===== src/rtl/spi_byte_master_if.sv =====
// Byte-stream handshake and SPI pin bundle for spi_byte_master.
// The master modport is the block itself; the slave modport is the side that feeds bytes and drives MISO.
interface spi_byte_master_if;
   logic       tx_valid;
   logic       tx_ready;
   logic [7:0] tx_data;
   logic       tx_last;
   logic       rx_valid;
   logic [7:0] rx_data;
   logic       busy;
   logic       spi_sck;
   logic       spi_mosi;
   logic       spi_miso;
   logic       spi_cs_n;

   modport master (
      input  tx_valid, tx_data, tx_last, spi_miso,
      output tx_ready, rx_valid, rx_data, busy, spi_sck, spi_mosi, spi_cs_n
   );

   modport slave (
      output tx_valid, tx_data, tx_last, spi_miso,
      input  tx_ready, rx_valid, rx_data, busy, spi_sck, spi_mosi, spi_cs_n
   );
endinterface


===== src/rtl/spi_byte_master.sv =====
// SPI mode-0 byte master: one byte per valid/ready transfer, CS held low until a tx_last byte completes.
// SCK half-period is CLK_DIV clk cycles; every output except the reset-gated tx_ready comes straight from a flop.
module spi_byte_master #(
   parameter int CLK_DIV = 4
) (
   input  logic               clk,
   input  logic               rst,
   spi_byte_master_if.master  bus
);
   typedef enum logic [2:0] {IDLE, SHIFT, GAP, HOLD, DESEL} state_t;

   localparam logic [7:0] DIV_LAST = 8'(CLK_DIV - 1);

   state_t     state_q, state_d;
   logic [7:0] div_q, div_d;
   logic [3:0] hp_q, hp_d;
   logic [7:0] tx_sh_q, tx_sh_d;
   logic [7:0] rx_sh_q, rx_sh_d;
   logic       last_q, last_d;
   logic       sck_q, sck_d;
   logic       cs_n_q, cs_n_d;
   logic       mosi_q, mosi_d;
   logic       rx_valid_q, rx_valid_d;
   logic [7:0] rx_data_q, rx_data_d;
   logic       busy_q, busy_d;
   logic       tx_ready_q, tx_ready_d;
   logic       accept;
   logic       div_done;

   assign bus.tx_ready = tx_ready_q & ~rst;
   assign bus.spi_sck  = sck_q;
   assign bus.spi_cs_n = cs_n_q;
   assign bus.spi_mosi = mosi_q;
   assign bus.rx_valid = rx_valid_q;
   assign bus.rx_data  = rx_data_q;
   assign bus.busy     = busy_q;

   assign accept   = bus.tx_valid & bus.tx_ready;
   assign div_done = (div_q == DIV_LAST);

   always_comb begin
      state_d    = state_q;
      div_d      = div_q;
      hp_d       = hp_q;
      tx_sh_d    = tx_sh_q;
      rx_sh_d    = rx_sh_q;
      last_d     = last_q;
      mosi_d     = mosi_q;
      rx_valid_d = 1'b0;
      rx_data_d  = rx_data_q;

      case (state_q)
         IDLE, GAP: begin
            if (accept) begin
               state_d = SHIFT;
               tx_sh_d = bus.tx_data;
               mosi_d  = bus.tx_data[7];
               last_d  = bus.tx_last;
               div_d   = 8'd0;
               hp_d    = 4'd0;
            end
         end
         SHIFT: begin
            if (div_done) begin
               div_d = 8'd0;
               hp_d  = hp_q + 4'd1;
               if (hp_q == 4'd15) begin
                  // Eighth falling edge: byte complete, MOSI keeps its last bit.
                  rx_valid_d = 1'b1;
                  rx_data_d  = rx_sh_q;
                  state_d    = last_q ? HOLD : GAP;
               end else if (!hp_q[0]) begin
                  rx_sh_d = {rx_sh_q[6:0], bus.spi_miso};
               end else begin
                  tx_sh_d = {tx_sh_q[6:0], 1'b0};
                  mosi_d  = tx_sh_q[6];
               end
            end else begin
               div_d = div_q + 8'd1;
            end
         end
         HOLD: begin
            if (div_done) begin
               div_d   = 8'd0;
               state_d = DESEL;
            end else begin
               div_d = div_q + 8'd1;
            end
         end
         DESEL: begin
            if (div_done) begin
               div_d   = 8'd0;
               state_d = IDLE;
            end else begin
               div_d = div_q + 8'd1;
            end
         end
         default: state_d = IDLE;
      endcase

      // Pin values are derived from the next state so they land in flops together with it.
      sck_d      = (state_d == SHIFT) && hp_d[0];
      cs_n_d     = (state_d == IDLE) || (state_d == DESEL);
      busy_d     = (state_d != IDLE);
      tx_ready_d = (state_d == IDLE) || (state_d == GAP);
   end

   always_ff @(posedge clk) begin
      if (rst) begin
         state_q    <= IDLE;
         div_q      <= 8'd0;
         hp_q       <= 4'd0;
         tx_sh_q    <= 8'd0;
         rx_sh_q    <= 8'd0;
         last_q     <= 1'b0;
         sck_q      <= 1'b0;
         cs_n_q     <= 1'b1;
         mosi_q     <= 1'b0;
         rx_valid_q <= 1'b0;
         rx_data_q  <= 8'd0;
         busy_q     <= 1'b0;
         tx_ready_q <= 1'b1;
      end else begin
         state_q    <= state_d;
         div_q      <= div_d;
         hp_q       <= hp_d;
         tx_sh_q    <= tx_sh_d;
         rx_sh_q    <= rx_sh_d;
         last_q     <= last_d;
         sck_q      <= sck_d;
         cs_n_q     <= cs_n_d;
         mosi_q     <= mosi_d;
         rx_valid_q <= rx_valid_d;
         rx_data_q  <= rx_data_d;
         busy_q     <= busy_d;
         tx_ready_q <= tx_ready_d;
      end
   end
endmodule


===== src/flat_wrapper.sv =====
// flat-port wrapper written by rule: the top's interface ports become plain ports
module spi_byte_master_flat 
#(
   parameter int CLK_DIV = 4
)
  (clk, rst, bus_tx_valid, bus_tx_data, bus_tx_last, bus_spi_miso, bus_tx_ready, bus_rx_valid, bus_rx_data, bus_busy, bus_spi_sck, bus_spi_mosi, bus_spi_cs_n);
  spi_byte_master_if bus_i ();
  input  logic clk;
  input  logic rst;
  input wire logic [$bits(bus_i.tx_valid)-1:0] bus_tx_valid;
  input wire logic [$bits(bus_i.tx_data)-1:0] bus_tx_data;
  input wire logic [$bits(bus_i.tx_last)-1:0] bus_tx_last;
  input wire logic [$bits(bus_i.spi_miso)-1:0] bus_spi_miso;
  output wire logic [$bits(bus_i.tx_ready)-1:0] bus_tx_ready;
  output wire logic [$bits(bus_i.rx_valid)-1:0] bus_rx_valid;
  output wire logic [$bits(bus_i.rx_data)-1:0] bus_rx_data;
  output wire logic [$bits(bus_i.busy)-1:0] bus_busy;
  output wire logic [$bits(bus_i.spi_sck)-1:0] bus_spi_sck;
  output wire logic [$bits(bus_i.spi_mosi)-1:0] bus_spi_mosi;
  output wire logic [$bits(bus_i.spi_cs_n)-1:0] bus_spi_cs_n;
  assign bus_i.tx_valid = bus_tx_valid;
  assign bus_i.tx_data = bus_tx_data;
  assign bus_i.tx_last = bus_tx_last;
  assign bus_i.spi_miso = bus_spi_miso;
  assign bus_tx_ready = bus_i.tx_ready;
  assign bus_rx_valid = bus_i.rx_valid;
  assign bus_rx_data = bus_i.rx_data;
  assign bus_busy = bus_i.busy;
  assign bus_spi_sck = bus_i.spi_sck;
  assign bus_spi_mosi = bus_i.spi_mosi;
  assign bus_spi_cs_n = bus_i.spi_cs_n;
  spi_byte_master #(.CLK_DIV(CLK_DIV)) u_core (.clk(clk), .rst(rst), .bus(bus_i));
endmodule

===== config.mk =====
export PLATFORM = sky130hd
export DESIGN_NAME = spi_byte_master_flat
export DESIGN_NICKNAME = d
export VERILOG_FILES = /design/src/rtl/spi_byte_master_if.sv /design/src/rtl/spi_byte_master.sv /design/src/flat_wrapper.sv
export SDC_FILE = /design/constraint.sdc
export NUM_CORES = 1
export LEC_CHECK = 0
export ABC_CLOCK_PERIOD_IN_PS = 3170
export CELL_PAD_IN_SITES_DETAIL_PLACEMENT = 0
export CELL_PAD_IN_SITES_GLOBAL_PLACEMENT = 2
export CORE_MARGIN = 2
export CORE_UTILIZATION = 32
export DETAILED_ROUTE_END_ITERATION = 12
export GPL_ROUTABILITY_DRIVEN = 0
export PLACE_DENSITY_LB_ADDON = 0.1
export SYNTH_ARGS = -nofsm -noshare
export SYNTH_HDL_FRONTEND = slang
export SYNTH_SLANG_ARGS = --single-unit

===== constraint.sdc =====
create_clock -name clk -period 3.17 [get_ports clk]
set_clock_uncertainty 0.05 [all_clocks]
set_input_delay 0.634 -clock clk [delete_from_list [all_inputs] [get_ports clk]]
set_output_delay 0.634 -clock clk [all_outputs]
set_load 0.03 [all_outputs]

### Word level (Yosys, flattened, before mapping)

Cells that the tools add are included.

* muxes and demuxes: 24
* add/sub/neg operators: 2
* bitwise operators: 7
* reduce and logical (&&, ||, !) cells: 17
* equality and inequality tests: 13

Operators by type and width (count)
* $mux 7: 4
* $mux 8: 2
* $pmux 8 s2: 1
* $mux 3: 5
* $pmux 7 s2: 1
* $pmux 3 s4: 1
* $eq 3x2->1 const B: 3
* $add 8x1->8 const B: 1
* $eq 8x2->1 const B: 1
* $mux 4: 2
* $pmux 4 s2: 1
* $eq 3x1->1 const B: 2
* $eq 3x3->1 const B: 2
* $logic_not 3->1: 2
* $mux 1: 6
* $ne 2x1->1 const B: 3
* $reduce_and 3->1: 2
* $reduce_or 3->1: 2
* $not 1->1: 5
* $reduce_and 5->1: 1
* $add 4x1->4 const B: 1
* $eq 4x4->1 const B: 1
* $reduce_and 2->1: 2
* $reduce_and 4->1: 1
* 8 further kinds: 11

* output and inout bits: 14
* input bits: 13
* logic and storage cells: 77
* register bits after elaboration: 45

### Longest topological paths before layout

* depth after elaboration: 7
* depth in mapped cells: 7
* depth with buffers taken out: 6

### Worst setup path before layout

Ideal clock, no wire load.

* kind: flip-flop to flip-flop
* from: register u_core.div_q[0]
* to: register u_core.rx_sh_q[0]
* required time: 2.992 ns
* arrival time: 2.244 ns
* path slack: 0.748 ns
* buffers on the path: 1
* stages on the path, launching flop included: 8
* clock period less this slack: 2.422 ns
* setup time: 0.128 ns
* cells stage by stage: dfxtp_1 ha_1 or4b_4 or2_1 buf_6 nor4_4 mux2i_1 nor2_1

* word-level cells in the longest chain between the ends: 2

Ends and longest elaborated chain
* start: declaration: line spi_byte_master.sv:15 `logic [7:0] div_q, div_d;`
* start signal: assignment: line spi_byte_master.sv:125 `div_q <= div_d;`
* $eq 8x2->1: line spi_byte_master.sv:39 `assign div_done = (div_q == DIV_LAST);`
* $reduce_and 4->1 (no line)
* end signal: assignment: line spi_byte_master.sv:128 `rx_sh_q <= rx_sh_d;`
* end: declaration: line spi_byte_master.sv:18 `logic [7:0] rx_sh_q, rx_sh_d;`

Every way passes these cells.
A chain may end at the register's enable or synchronous reset.

### Final worst setup path

* from: register u_core.div_q[0]
* to: register u_core.tx_sh_q[4]

* word-level cells in the longest chain between the ends: 3

Ends and longest elaborated chain
* $eq 8x2->1: line spi_byte_master.sv:39
* $ne 2x1->1 (no line)
* $reduce_and 5->1 (no line)
* end signal: assignment: line spi_byte_master.sv:127 `tx_sh_q <= tx_sh_d;`
* end: declaration: line spi_byte_master.sv:17 `logic [7:0] tx_sh_q, tx_sh_d;`

Every way passes these cells.

==> flow_summary.json <==
{
  "run_status": "complete, no violations",
  "async_reset_ff_share_pct": 0,
  "drtAntennaViolNets": 0,
  "die_area_um2": 6430,
  "fp-row-count": 27,
  "finalSetupViolCount": 0,
  "critical_path.reg2reg.startpoint": "u_core.div_q[0]$_SDFFE_PP0P_",
  "initial_utilization_pct": 33.5,
  "synth_edf_count": 0,
  "design.final.nets": 256,
  "min_path_cells": 2,
  "grt_antenna_before_repair": 0,
  "grt_pass1_wl_um": 6720,
  "n_fill_cell": 563,
  "timing_worst_slew_pin_value_ns": 0.697,
  "post_synth_num_cell_types": 39,
  "synth_cells": 212,
  "timing.max_slew.rel_slack_pct": 53.2,
  "port_buffers": 26,
  "slowest_delay_ns": 0.53,
  "crit-reg2reg-capture": "u_core.tx_sh_q[4]$_SDFFE_PP0P_",
  "max_freq_mhz": 377,
  "post_drt_wl_per_cell_um": 12.7,
  "cell_leakage_power_nw": 0.791,
  "growth_of_design_area_from_synthesis_to_finish_pct": 24.9,
  "synth_top_area_cell": "sky130_fd_sc_hd__dfxtp_1",
  "critical_path.startpoint": "u_core.div_q[0]$_SDFFE_PP0P_",
  "place_area_um2": 2200,
  "cts_repair_resize_count": 0,
  "cts_made_buffers": 5,
  "grt_max_degree": 38,
  "timing.critical_path.to_type": "flop",
  "post_cts_buffers": 0,
  "worst_r2r_path_depth": 6,
  "routed_wl_um": 3990,
  "cts_num_sinks": 45,
  "synth_seq_area_share_pct": 48.5,
  "grt_usage_pct": 13.4,
  "cell_area_after_synthesis_um2": 1860,
  "crit_path_max_fanout": 14,
  "syn_avg_cell_area_um2": 8.76,
  "power-per-cell-area_nw_per_um2": 511,
  "maxCapViolations": 0,
  "via_count": 1530,
  "worst_setup_path_endpoint": "u_core.tx_sh_q[4]$_SDFFE_PP0P_",
  "dieHeight_um": 80.2,
  "post_route_minimum_period_ns": 2.65,
  "detailedPlacementHpwl_um": 2830,
  "fin_total_pwr_mw": 1.18,
  "clk_path_buf_depth": 2,
  "drive_above_1_share_pct": 7.85,
  "n_antenna_cell": 0,
  "layout_commonest_cell": "sky130_fd_sc_hd__dfxtp_1",
  "crit_path_start_kind": "flop",
  "peakVddDrop_mv": 0.170,
  "chipWidth_um": 80.2,
  "crit_path_top_delay_cell": "sky130_fd_sc_hd__a21oi_2",
  "yosys_warnings": 0,
  "synth_nets": 227,
  "drt_drc_violations_left": 0,
  "htreeDepth": 2,
  "worst-endpoint-arrival_ns": 2.81,
  "synth_ff_type": "sky130_fd_sc_hd__dfxtp_1",
  "final_cell_area_um2": 2320,
  "largest_cells_by_area_after_synthesis": "sky130_fd_sc_hd__dfxtp_1, sky130_fd_sc_hd__nand2_1, sky130_fd_sc_hd__nor2_1",
  "worst-setup-path-type": "flop to flop",
  "core_area_um2": 5540,
  "pin_count": 27,
  "setup-tns-final_ns": 0,
  "yosys_register_bits": 45,
  "layout.cells.most_common_list": "sky130_fd_sc_hd__dfxtp_1, sky130_fd_sc_hd__nand2_1, sky130_fd_sc_hd__nor2_1",
  "clock_latency_on_the_worst_skew_pair_ns": 0.29,
  "globalRouteOverflowTotal": 0,
  "vias_per_inst": 4.87,
  "maxSlewViolCount": 0,
  "critPathRequiredTime_ns": 3.32,
  "finalHoldViolations": 0,
  "initial_drc_count": 106,
  "postCtsHoldBufs": 0,
  "reg2reg_setup_slack_ns": 0.52,
  "rsz_0062_raised_after_global_routing": "false",
  "clkTransAtPathRegs_ns": 0.09,
  "dr.pass1.iters": 4,
  "path_cells": "ha_1 -> or4b_4 -> or3_1 -> a21oi_2 -> nor2_1 -> a311oi_1",
  "cts_tree": "yes",
  "grt_pass1_vias": 1469,
  "final_min_period_over_clock_period_pct": 83.7,
  "synth_top_area_share_pct": 48.5,
  "hp-class": "flop to flop",
  "root_buffer": "sky130_fd_sc_hd__clkbuf_8"
}
cell families (layout without fill, tap and decap cells):
| group | after synthesis | after routing | synth area share [%] |
|---|---|---|---|
| flops | 45 | 45 | 48.5 |
| mux | 9 | 9 | 4.85 |
| fa+ha+maj | 2 | 2 | 1.35 |
| compound gates | 35 | 35 | 12.7 |
| xor+xnor | 8 | 8 | 3.77 |
| simple gates | 103 | 103 | 26.2 |
| buf+inv | 10 | 40 | 2.56 |
flip-flops by register name (all words and copies together), names as in the netlist:
signal / count
u_core.div_q: 8
u_core.tx_ready_q: 1
u_core.bus.spi_cs_n: 1
u_core.hp_q: 4
u_core.bus.rx_data: 8
u_core.tx_sh_q: 7
u_core.bus.busy: 1
u_core.rx_sh_q: 8
u_core.state_q: 3
u_core.bus.spi_mosi: 1
u_core.bus.spi_sck: 1
u_core.last_q: 1
u_core.bus.rx_valid: 1
cells in the mapped netlist (2+ instances only):
cell / n
sky130_fd_sc_hd__ha_1: 2
sky130_fd_sc_hd__nand2b_1: 2
sky130_fd_sc_hd__a311oi_1: 7
sky130_fd_sc_hd__dfxtp_1: 45
sky130_fd_sc_hd__buf_2: 2
sky130_fd_sc_hd__and3_1: 2
sky130_fd_sc_hd__nand2_1: 41
sky130_fd_sc_hd__nand3_1: 7
sky130_fd_sc_hd__nor3_1: 4
sky130_fd_sc_hd__o21ai_0: 2
sky130_fd_sc_hd__mux2i_1: 9
sky130_fd_sc_hd__clkbuf_1: 4
sky130_fd_sc_hd__nand4_1: 3
sky130_fd_sc_hd__or3_1: 3
sky130_fd_sc_hd__xor2_1: 7
sky130_fd_sc_hd__a211oi_1: 3
sky130_fd_sc_hd__nor2b_1: 3
sky130_fd_sc_hd__buf_1: 2
sky130_fd_sc_hd__nor2_1: 30
sky130_fd_sc_hd__a21oi_1: 15
routing by layer:
metal	vias to the layer above	GRT usage, %	wire length (um)
met5	-	0	0
met4	0	3.90	47
met3	5	3.60	122
met2	22	23.0	1860
met1	705	16.5	1960
li1	798	-	-
worst max-delay path, delay by kind of cell, from the launching register on:
family	cells	cell delay [ns]
AOI/OAI and AO/OA	2	0.81
adders and majority gates	1	0.23
and+or+nand+nor	3	1.08
DFF	1	0.39
layout make-up:
type                            count  area, um2  area share (%)
Multi-Input combinational cell    157        908            39.2
Sequential cell                    45        901            38.9
Timing Repair Buffer               31        295            12.7
Tap cell                           72       90.1            3.89
Clock buffer                        6       82.6            3.56
Clock inverter                      2       37.5            1.62
Inverter                            1       3.75           0.162
stage by stage:
stage	hold WS, ns	utilization, %	instances	setup WS (ns)
after floorplan	0.386	-	212	0.748
after global placement	0.388	39.7	306	0.616
after detailed placement	0.396	39.7	306	0.490
after CTS	0.408	41.8	314	0.480
after global routing	0.423	41.8	314	0.334
final	0.403	41.8	314	0.517
worst min path at each step:
stage,from,end,slack (ns)
floorplan,u_core.rx_sh_q[7]$_SDFFE_PP0P_,u_core.bus.rx_data[7]$_SDFFE_PP0P_,0.39
global placement,u_core.bus.rx_data[4]$_SDFFE_PP0P_,u_core.bus.rx_data[4]$_SDFFE_PP0P_,0.39
detailed placement,u_core.bus.rx_data[1]$_SDFFE_PP0P_,u_core.bus.rx_data[1]$_SDFFE_PP0P_,0.40
CTS,u_core.bus.rx_data[1]$_SDFFE_PP0P_,u_core.bus.rx_data[1]$_SDFFE_PP0P_,0.41
global route,u_core.bus.rx_data[1]$_SDFFE_PP0P_,u_core.bus.rx_data[1]$_SDFFE_PP0P_,0.42
finish,u_core.bus.rx_data[1]$_SDFFE_PP0P_,u_core.bus.rx_data[1]$_SDFFE_PP0P_,0.40
report_power, final:
group | switching [mW] | internal (mW) | leakage [nW]
registers | 0.0124 | 0.585 | 0.365
logic | 0.0774 | 0.0567 | 0.369
clock network | 0.197 | 0.256 | 0.0574
total | 0.286 | 0.898 | 0.791
Power figures use the tool's default switching activity.
==> RTL edit: new RTL, same settings <==
Re-encode `state_t` (5 states) as one-hot, 5 bits wide.
--- a/src/rtl/spi_byte_master.sv
+++ b/src/rtl/spi_byte_master.sv
@@ -7,7 +7,7 @@
    input  logic               rst,
    spi_byte_master_if.master  bus
 );
-   typedef enum logic [2:0] {IDLE, SHIFT, GAP, HOLD, DESEL} state_t;
+   typedef enum logic [4:0] {IDLE = 5'b00001, SHIFT = 5'b00010, GAP = 5'b00100, HOLD = 5'b01000, DESEL = 5'b10000} state_t;
 
    localparam logic [7:0] DIV_LAST = 8'(CLK_DIV - 1);
 
Function: no difference found for any inputs over 10 cycles, from zero or initial values and one cycle with rst high; not proved beyond that.
==> RTL edit against the original RTL <==
  * Final cell count is 10% higher
  * Setup slack better by 0.26 ns
  * Routed wire length is 19% higher
  * Sequential cell count is 2 higher
  * Total power is 6.4% higher
  * Critical path depth is 1 higher
  * Cell area is 9.0% higher
  * Fmax is 11% higher
  * Synthesized area is 14% higher
==> RTL edit: results (changes against the original RTL) <==
grt met1 use 18.8% (+2.3 points); status completed; synth cell count leaders dfxtp_1 (47), nor2_1 (36), nand2_1 (24), a21oi_1 (18), mux2i_1 (15); NonClk Buf Share 11.1% (-1.6 points); PnR worst setup slack 0.781 ns (+0.265 ns); met2 global-route usage 21.4% (-1.6 points); post-synth net total 262 (+15%); switching part of the total 28.8% (+4.7 points); row cnt 29 (+7.4%); start point of the worst hold path u_core.bus.rx_data[7]; crit path to u_core.div_q[4]; worst hold margin 0.408 ns (+0.00461 ns); vias in the first global route 1,710 (+16%); drt initial violations 73 (-31%); sequential share of power 51.7% (+1.3 points); met2 wire len 2120 µm (+14%); post-DP HPWL 3170 µm (+12%); VDD IR max 0.000319 V (+88%); hold endpoint u_core.bus.rx_data[7]; aggregate routed wire length 4760 µm (+19%); CP max FO 8 (-6); Netlist cell types 44 (+13%); Multi-input comb cells 184 (+17%); Area after DPL 0.00243 mm² (+10%); Met1 Wirelength 2420 µm (+23%)
[RTL edit: worst max-delay path, stage by stage, from the launching register on]
cell     delay (ns)
dfxtp_1        0.33
ha_1           0.24
or4b_4         0.22
nor2b_1        0.04
buf_4          0.16
nor4_1         0.91
and3_1         0.29
a211o_1        0.09
[RTL edit: cell families after synthesis]
| kind of cell | after synthesis | synth area share (%) |
|---|---|---|
| XOR/XNOR | 2 | 0.825 |
| AND/OR/NAND/NOR | 115 | 27.6 |
| adder cells (fa/ha/maj) | 2 | 1.18 |
| multiplexers | 16 | 7.60 |
| AO/OA/AOI/OAI | 49 | 14.9 |
| buffers and inverters | 16 | 3.59 |
| flip-flops | 47 | 44.3 |
[RTL edit: through the flow]
stage / cells / util, %
global placement: 338 / 38.0
finish: 346 / 39.6
global route: 346 / 39.6
CTS: 346 / 39.6
detailed placement: 338 / 38.0
floorplan: 247 / -
